[src/rtl/j4_io_hub.sv]
// IO-side responder for the four-slot barrel core: per-slot mailboxes,
// a free-running cycle counter and the slot-kill request generator.
module j4_io_hub #(
    parameter int WIDTH      = 16,
    parameter int MBOX_DEPTH = 4
) (
    input  logic             clk,
    input  logic             reset,
    input  logic             io_rd,
    input  logic             io_wr,
    input  logic [1:0]       io_slot,
    input  logic [15:0]      mem_addr,
    input  logic [WIDTH-1:0] dout,
    output logic [WIDTH-1:0] io_din,
    output logic [3:0]       kill_slot_rq,
    output logic [3:0]       mbox_nonempty
);

    localparam int PTR_W = $clog2(MBOX_DEPTH);
    localparam int CNT_W = PTR_W + 1;

    logic [WIDTH-1:0] mem [4][MBOX_DEPTH];
    logic [PTR_W-1:0] rd_ptr [4];
    logic [PTR_W-1:0] wr_ptr [4];
    logic [CNT_W-1:0] count [4];
    logic [CNT_W-1:0] count_next [4];
    logic [1:0]       kill_cnt [4];
    logic [3:0]       overflow;
    logic [3:0]       full;
    logic [3:0]       push_en;
    logic [3:0]       push_drop;
    logic [3:0]       pop_en;
    logic [3:0]       kill_sel;
    logic [15:0]      cycle_cnt;
    logic [15:0]      cnt_wide;
    logic [15:0]      status_word;
    logic             rd_only;
    logic             hit_push;
    logic             hit_pop;
    logic             hit_stat;
    logic             kill_wr;

    // A combined read+write keeps the write but drops read side effects.
    assign rd_only  = io_rd & ~io_wr;
    assign hit_push = io_wr && (mem_addr[15:2] == 14'h0400);
    assign hit_pop  = rd_only && (mem_addr == 16'h1000);
    assign hit_stat = rd_only && (mem_addr == 16'h1004);
    assign kill_wr  = io_wr && (mem_addr == 16'h2000) && (io_slot == 2'd0);
    assign kill_sel = kill_wr ? {dout[3:1], 1'b0} : 4'b0000;

    always_comb begin
        full       = '0;
        push_en    = '0;
        push_drop  = '0;
        pop_en     = '0;
        count_next = count;
        for (int t = 0; t < 4; t++) begin
            full[t]      = (count[t] == CNT_W'(MBOX_DEPTH));
            push_en[t]   = hit_push && (mem_addr[1:0] == 2'(t)) && !full[t];
            push_drop[t] = hit_push && (mem_addr[1:0] == 2'(t)) && full[t];
            pop_en[t]    = hit_pop && (io_slot == 2'(t)) && (count[t] != '0);
            if (kill_sel[t])
                count_next[t] = '0;
            else if (push_en[t])
                count_next[t] = count[t] + 1'b1;
            else if (pop_en[t])
                count_next[t] = count[t] - 1'b1;
        end
    end

    always_ff @(posedge clk or posedge reset) begin
        if (reset) begin
            for (int t = 0; t < 4; t++) begin
                rd_ptr[t]   <= '0;
                wr_ptr[t]   <= '0;
                count[t]    <= '0;
                kill_cnt[t] <= '0;
            end
            overflow      <= '0;
            kill_slot_rq  <= '0;
            mbox_nonempty <= '0;
            cycle_cnt     <= '0;
        end else begin
            cycle_cnt <= cycle_cnt + 16'd1;
            for (int t = 0; t < 4; t++) begin
                count[t]         <= count_next[t];
                mbox_nonempty[t] <= (count_next[t] != '0);
                if (kill_sel[t]) begin
                    rd_ptr[t]   <= '0;
                    wr_ptr[t]   <= '0;
                    overflow[t] <= 1'b0;
                end else begin
                    if (push_en[t])
                        wr_ptr[t] <= wr_ptr[t] + 1'b1;
                    if (pop_en[t])
                        rd_ptr[t] <= rd_ptr[t] + 1'b1;
                    if (push_drop[t])
                        overflow[t] <= 1'b1;
                    else if (hit_stat && (io_slot == 2'(t)))
                        overflow[t] <= 1'b0;
                end
                // Load 3 and count down to 0 so the request spans one full rotation.
                if (kill_sel[t]) begin
                    kill_cnt[t]     <= 2'd3;
                    kill_slot_rq[t] <= 1'b1;
                end else if (kill_slot_rq[t]) begin
                    if (kill_cnt[t] == 2'd0)
                        kill_slot_rq[t] <= 1'b0;
                    else
                        kill_cnt[t] <= kill_cnt[t] - 2'd1;
                end
            end
        end
    end

    always_ff @(posedge clk) begin
        for (int t = 0; t < 4; t++) begin
            if (push_en[t])
                mem[t][wr_ptr[t]] <= dout;
        end
    end

    always_comb begin
        cnt_wide    = 16'(count[io_slot]);
        status_word = '0;
        status_word[2:0]  = (cnt_wide > 16'd7) ? 3'd7 : cnt_wide[2:0];
        status_word[4]    = overflow[io_slot];
        status_word[11:8] = full;
        io_din = '0;
        if (io_rd) begin
            case (mem_addr)
                16'h1000: if (count[io_slot] != '0) io_din = mem[io_slot][rd_ptr[io_slot]];
                16'h1004: io_din = WIDTH'(status_word);
                16'h2001: io_din = WIDTH'(cycle_cnt);
                default:  io_din = '0;
            endcase
        end
    end

endmodule

[config.mk]
export PLATFORM = sky130hd
export DESIGN_NAME = j4_io_hub
export DESIGN_NICKNAME = d
export VERILOG_FILES = /design/src/rtl/j4_io_hub.sv
export SDC_FILE = /design/constraint.sdc
export NUM_CORES = 1
export LEC_CHECK = 0
export BUFFER_PORTS_ARGS = -buffer_cell sky130_fd_sc_hd__clkbuf_2
export CAP_MARGIN = 25
export CELL_PAD_IN_SITES_DETAIL_PLACEMENT = 0
export CELL_PAD_IN_SITES_GLOBAL_PLACEMENT = 1
export CORE_MARGIN = 2
export CORE_UTILIZATION = 35
export CTS_CLUSTER_DIAMETER = 60
export DETAILED_ROUTE_END_ITERATION = 16
export MAX_ROUTING_LAYER = met4
export PLACE_DENSITY_LB_ADDON = 0.1
export SLEW_MARGIN = 20
export SYNTH_ARGS = -nofsm -noshare
export SYNTH_HDL_FRONTEND = slang
export SYNTH_SLANG_ARGS = --single-unit
export TNS_END_PERCENT = 100
[constraint.sdc]
create_clock -name clk -period 1.9 [get_ports clk]
set_input_delay 0.19 -clock clk [delete_from_list [all_inputs] [get_ports clk]]
set_output_delay 0.19 -clock clk [all_outputs]
set_load 0.02 [all_outputs]
## Yosys cells after proc, flatten, opt, wreduce, memory -nomap -nowiden

Memory sizes are Yosys's and may differ from the RTL's.
Cells that the tools add are included.

- Add/sub/neg operators: 21
- Magnitude comparators: 11
- Equality and inequality tests: 19
- Multiplexer cells: 104
- Bitwise gates (word level): 8
- Reduce and logical (&&, ||, !) cells: 75

Operator list:

| cell | count |
|---|---|
| $mux 64 | 10 |
| $reduce_or 64->1 | 3 |
| $demux 16 s2 | 4 |
| $mux 16 | 8 |
| $mux 2 | 33 |
| $pmux 16 s3 | 1 |
| $mux 3 | 14 |
| $reduce_bool 3->1 | 13 |
| $logic_and 1x1->1 | 33 |
| $bmux 16 s2 | 1 |
| $eq 16x13->1 const B | 2 |
| $eq 16x14->1 const B | 2 |
| $mux 1 | 29 |
| $reduce_bool 2->1 | 12 |
| $ge 3x3->1 const B | 6 |
| $not 2->3 | 6 |
| $add 16x1->16 const B | 1 |
| $add 2x1->2 const B | 8 |
| $eq 14x11->1 const B | 1 |
| $add 3x1->3 const B | 4 |
| $eq 3x3->1 const B | 4 |
| $logic_not 2->1 | 6 |
| $lt 3x1->1 const B | 4 |
| $sub 3x1->3 const B | 4 |
| other kinds (13) | 29 |

- Flip-flop bits (word level): 64
- Memory bits (writable): 256
- Input port bits: 38
- Output and inout port bits: 24
- Word-level logic and storage cells: 262
- Memories: 1

Memories:

| memory | words | width | read ports | clocked after Yosys merged registers in | write ports | RTL line | text |
|---|---|---|---|---|---|---|---|
| mem | 4 | 64 | 1 | 0 | 1 | 22 | `logic [WIDTH-1:0] mem [4][MBOX_DEPTH];` |

## Logic depth before layout (Yosys ltp)

- Word-level depth: 11
- Depth in mapped cells: 9
- Mapped depth without buffers: 8

## Worst setup path after synthesis

No wires, ideal clock.

- Path kind: input-to-reg
- Start: input mem_addr[5]
- End: memory mem[2][0] (netlist name) (enable)
- Library setup time: 0.374 ns
- Data arrival time: 1.852 ns
- Data required time: 1.526 ns
- Path slack: -0.326 ns
- Stages: 4
- Path buffers: 0
- Path through: nor4_4 > nand3_4 > nor4b_4 > and2_1

- Longest elaborated chain between the ends: 10
- Elaborated cells on any way between the ends: 27
- Those cells by class: 1 x eq/ne; 14 x mux; 12 x reduce/logical

Ends and longest elaborated chain:

| what | RTL line | text |
|---|---|---|
| from (decl) | 12 | `input logic [15:0] mem_addr,` |
| $eq 14x11->1 (*) | 45 | `assign hit_push = io_wr && (mem_addr[15:2] == 14'h0400);` |
| $logic_and 1x1->1 (*) | 45 |  |
| $logic_and 1x1->1 (2 in series) | 59 | `push_en[t] = hit_push && (mem_addr[1:0] == 2'(t)) && !full[t];` |
| $mux 1 | 118 | `if (push_en[t])` |
| $mux 64 (not written as such) | 119 | `mem[t][wr_ptr[t]] <= dout;` |
| $reduce_or 64->1 (no source line) | -- |  |
| $mux 2 (no source line) / $mux 64 (equally long branches) (3 in series) | -- |  |
| to (decl) | 22 |  |

Every way passes the cells marked *; elsewhere a longest branch is shown, timed or not.

## Worst setup path in the final report

- Start: register rd_ptr[6] (netlist name)
- End: output io_din[14]

- Longest elaborated chain between the ends: 10

Ends and longest elaborated chain:

| what | RTL line | text |
|---|---|---|
| from (decl) | 23 | `logic [PTR_W-1:0] rd_ptr [4];` |
| from (signal, indexed assignment) | 96 | `rd_ptr[t] <= rd_ptr[t] + 1'b1;` |
| $bmux 2 s2 | 132 | `16'h1000: if (count[io_slot] != '0) io_din = mem[io_slot][rd_ptr[io_slot]];` |
| $mux 2 (not written as such) (2 in series) | 132 |  |
| $not 2->3 (not written as such) | 132 |  |
| $bmux 16 s2 | 132 |  |
| $mux 16 (not written as such) (2 in series) | 132 |  |
| $mux 16 | 132 |  |
| $pmux 16 s3 | 131 | `case (mem_addr)` |
| $mux 16 | 130 | `if (io_rd) begin` |
| to (decl) | 14 | `output logic [WIDTH-1:0] io_din,` |

No other way between the ends. The select of a mux whose other input is x is not followed.

==> results.cfg <==
[global_route]
grt_max_degree = 65
grt_overflow_total = 0
track_usage_pct = 18.8
grt_pass1_wl_um = 55100
grt_pass1_vias = 8687
antenna_found_initial = 0

[routing]
wirelength_um = 36800
ant_nets = 0
vias = 8172
drc = 0
drt-pass1-iter-count = 5
wl_per_cell_um = 22.4
drt_iter0_drc = 414
drt-vias-per-instance = 4.97

[worst_setup_path]
crit_fanout = 23
reg2regPathDepth = 11
rrSetupSlack_ns = -0.37
reg2reg_to = mem[1][41]
worst_setup_path_start_kind = flip-flop
worst-endpoint-arrival_ns = 2.74
required_ns = 1.71
cp_slowest_stage_delay_ns = 0.50
end_kind = output port
critPathSlowestCell = mux4_2
crit_type = reg -> out
worstReg2RegStart = count[7]
cp_common_cell = buf_4
crit_chain = mux4_2 > buf_12 > mux2_2 > nand2_1 > o21ai_0 > buf_4 > a22oi_2 > nor2b_4 > buf_4

[clock_network]
clock-root-buffer = clkbuf_16
numCtsBuffers = 39
clkLatencyLatePin_ns = 0.57
cts.sinks = 320
htree_levels = 2
cts.path.max_buffers = 3
cts_tree = done
clk_pin_slew_ns = 0.06

[layout]
antenna_cells = 0
regArea_um2 = 9290
synthToLayoutAreaGrowth_pct = 32.4
drive_gt1_share_pct = 43.8
final_cells = 1644
fill_cells = 3410
multi_input_area_um2 = 4690
final_util_pct = 46.7
fin_area_um2 = 18500
nNetsFinal = 1159

[sta]
setup_violations = 171
max-slew-margin-rel_pct = 69.0
worst_pin_slew_ns = 0.465
final-hold-violation-count = 0
fin_crit_ns = 2.93
fin_hold_ws_ns = 0.0199
post-route-period-util_pct = 154
setup_slack_ns = -1.03
rsz0062_at_grt = true
drv_slew = 0
skew_ns = 0.0191
timing.fmax_mhz = 341

[synthesis]
ys_ff_latch = 320
synth_edf_count = 256
synth_commonest_cells = edfxtp_1, mux4_2, dfrtp_1, nand2_1, inv_1
synthTopCellsByArea = edfxtp_1, dfrtp_1, mux4_2
yosys_warnings = 0
synthesis.nets = 899
synth_flop_cell = edfxtp_1
async_reset_ff_share_pct = 20.0
ys_seq_area_share_pct = 66.6
syn_area_um2 = 14000
syn_inst = 828
synth_largest_area_cell = edfxtp_1
syn_area_per_cell_um2 = 16.8
synthDistinctLibCells = 54
yosysTopAreaCellShare_pct = 55.1
synth_most_common_cell = edfxtp_1

[placement]
dp_slack_ns = -0.820
gp_congestion = 0.851
placed_area_um2 = 16700
port_buffers = 61
dp_hpwl_um = 25100
dp_cells = 1557

[power_and_ir_drop]
p_leak_nw = 6.75
combPwrFrac_pct = 4.0
p_int_mw = 12.2
switchingPower_mw = 3.38
power_frac_seq_pct = 48.5
power_density_nw_per_um2 = 846
p_sw_share_pct = 21.6
clockPowerShare_pct = 47.5
ir_drop_mv = 0.609

[worst_hold_path]
hold_depth = 1
hold_class = in -> reg
hold_start = dout[5]
hold_end = mem[0][53]

[run]
drv_cap = 0

[die]
die_x_um = 204
row_count = 73
die-area_um2 = 41500
fp.dieH_um = 204
io_pins = 62
start_util_pct = 35.3
core_area_um2 = 39500

[status]
status = complete, but fails checks
violations = negative setup slack
-- power by group through the flow --
stage	registers (mW)	clock network (mW)	logic, mW
floorplan	7.72	0	0.306
global placement	7.72	0	0.617
detailed placement	7.72	0	0.625
CTS	7.58	7.63	0.641
global route	7.57	7.90	0.683
finish	7.58	7.43	0.627
-- worst max-delay path, delay by kind of cell, from the launching register on --
family	cells	cell delay, ns
flip-flops	1	0.41
multiplexers	2	0.79
AND/OR/NAND/NOR	2	0.12
AO/OA/AOI/OAI	2	0.31
buffers and inverters	3	0.53
-- cells by family (layout without fill, tap and decap cells) --
logic type	after synthesis	in the layout	synth area share, %
AND/OR/NAND/NOR	188	188	7.74
adder cells (fa/ha/maj)	33	33	2.96
multiplexers	114	114	14.6
flip-flops	320	320	66.6
buffers and inverters	65	356	2.19
AO/OA/AOI/OAI	70	70	3.52
XOR/XNOR	38	38	2.39
-- state kept, by name, summed over array words and instances, names as in the netlist --
register and cells:
mem 256, cycle_cnt 16, wr_ptr 8, overflow 4, rd_ptr 8, count 12, mbox_nonempty 4, kill_cnt 8
kill_slot_rq 4
-- metrics by stage --
stage / TNS (ns) / power (mW)
floorplan: -13.58 / 8.03
global placement: -79.84 / 8.34
detailed placement: -78.31 / 8.34
CTS: -50.07 / 15.8
global route: -52.65 / 16.2
finish: -37.07 / 15.6
-- layout make-up --
| type | count | area share, % |
|---|---|---|
| repair buffers | 248 | 13.0 |
| flip-flops and latches | 320 | 50.3 |
| inverters | 36 | 0.799 |
| multi-input cells | 443 | 25.4 |
| clock inverters | 28 | 1.57 |
| well taps | 525 | 3.56 |
| clock buffers | 44 | 5.39 |
-- layout by cell type (no fill, tap or decap), drive strengths merged, types with 10 or more instances in the layout --
master,netlist,routed
a21oi,10,10
a22oi,15,15
and2,23,23
buf,23,200
clkbuf,6,91
clkinv,0,15
dfrtp,64,64
edfxtp,256,256
ha,33,33
inv,36,41
mux2,18,18
mux2i,26,26
mux4,70,70
nand2,54,54
nand3,15,15
nor2,30,30
nor2b,14,14
nor3,11,11
o21ai,24,24
xnor2,32,32
-- routing by layer --
metal / part of all wire (%) / GRT usage, % / up-vias / routed length, um
met5: 0 / - / - / 0
met2: 47 / 29.1 / 176 / 17500
met3: 4.2 / 2.75 / 60 / 1540
met1: 46 / 25.7 / 4218 / 17000
li1: - / - / 3718 / -
met4: 2.1 / 5.71 / 0 / 790
-- what timing repair did --
item / in CTS / in global routing
endpoints found under the setup margin: 202 / 305
hold endpoints to repair: 64 / 0
hold buffers: 1 / 0
pin swaps: 12 / 7
cloned: 3 / 1
buffers inserted: 11 / 5
gates resized for setup: 63 / 50
-- worst max path at each step --
stage / from / end / slack (ns)
2_1_floorplan: rd_ptr[0] / io_din[0] / -0.27
3_3_place_gp: io_slot[0] / io_din[11] / -0.77
3_5_place_dp: io_slot[0] / io_din[11] / -0.82
4_1_cts: rd_ptr[6] / io_din[0] / -1.12
5_1_grt: rd_ptr[6] / io_din[14] / -1.12
6_report: rd_ptr[6] / io_din[14] / -1.03
Note: power is estimated with default switching activity, not from simulation.
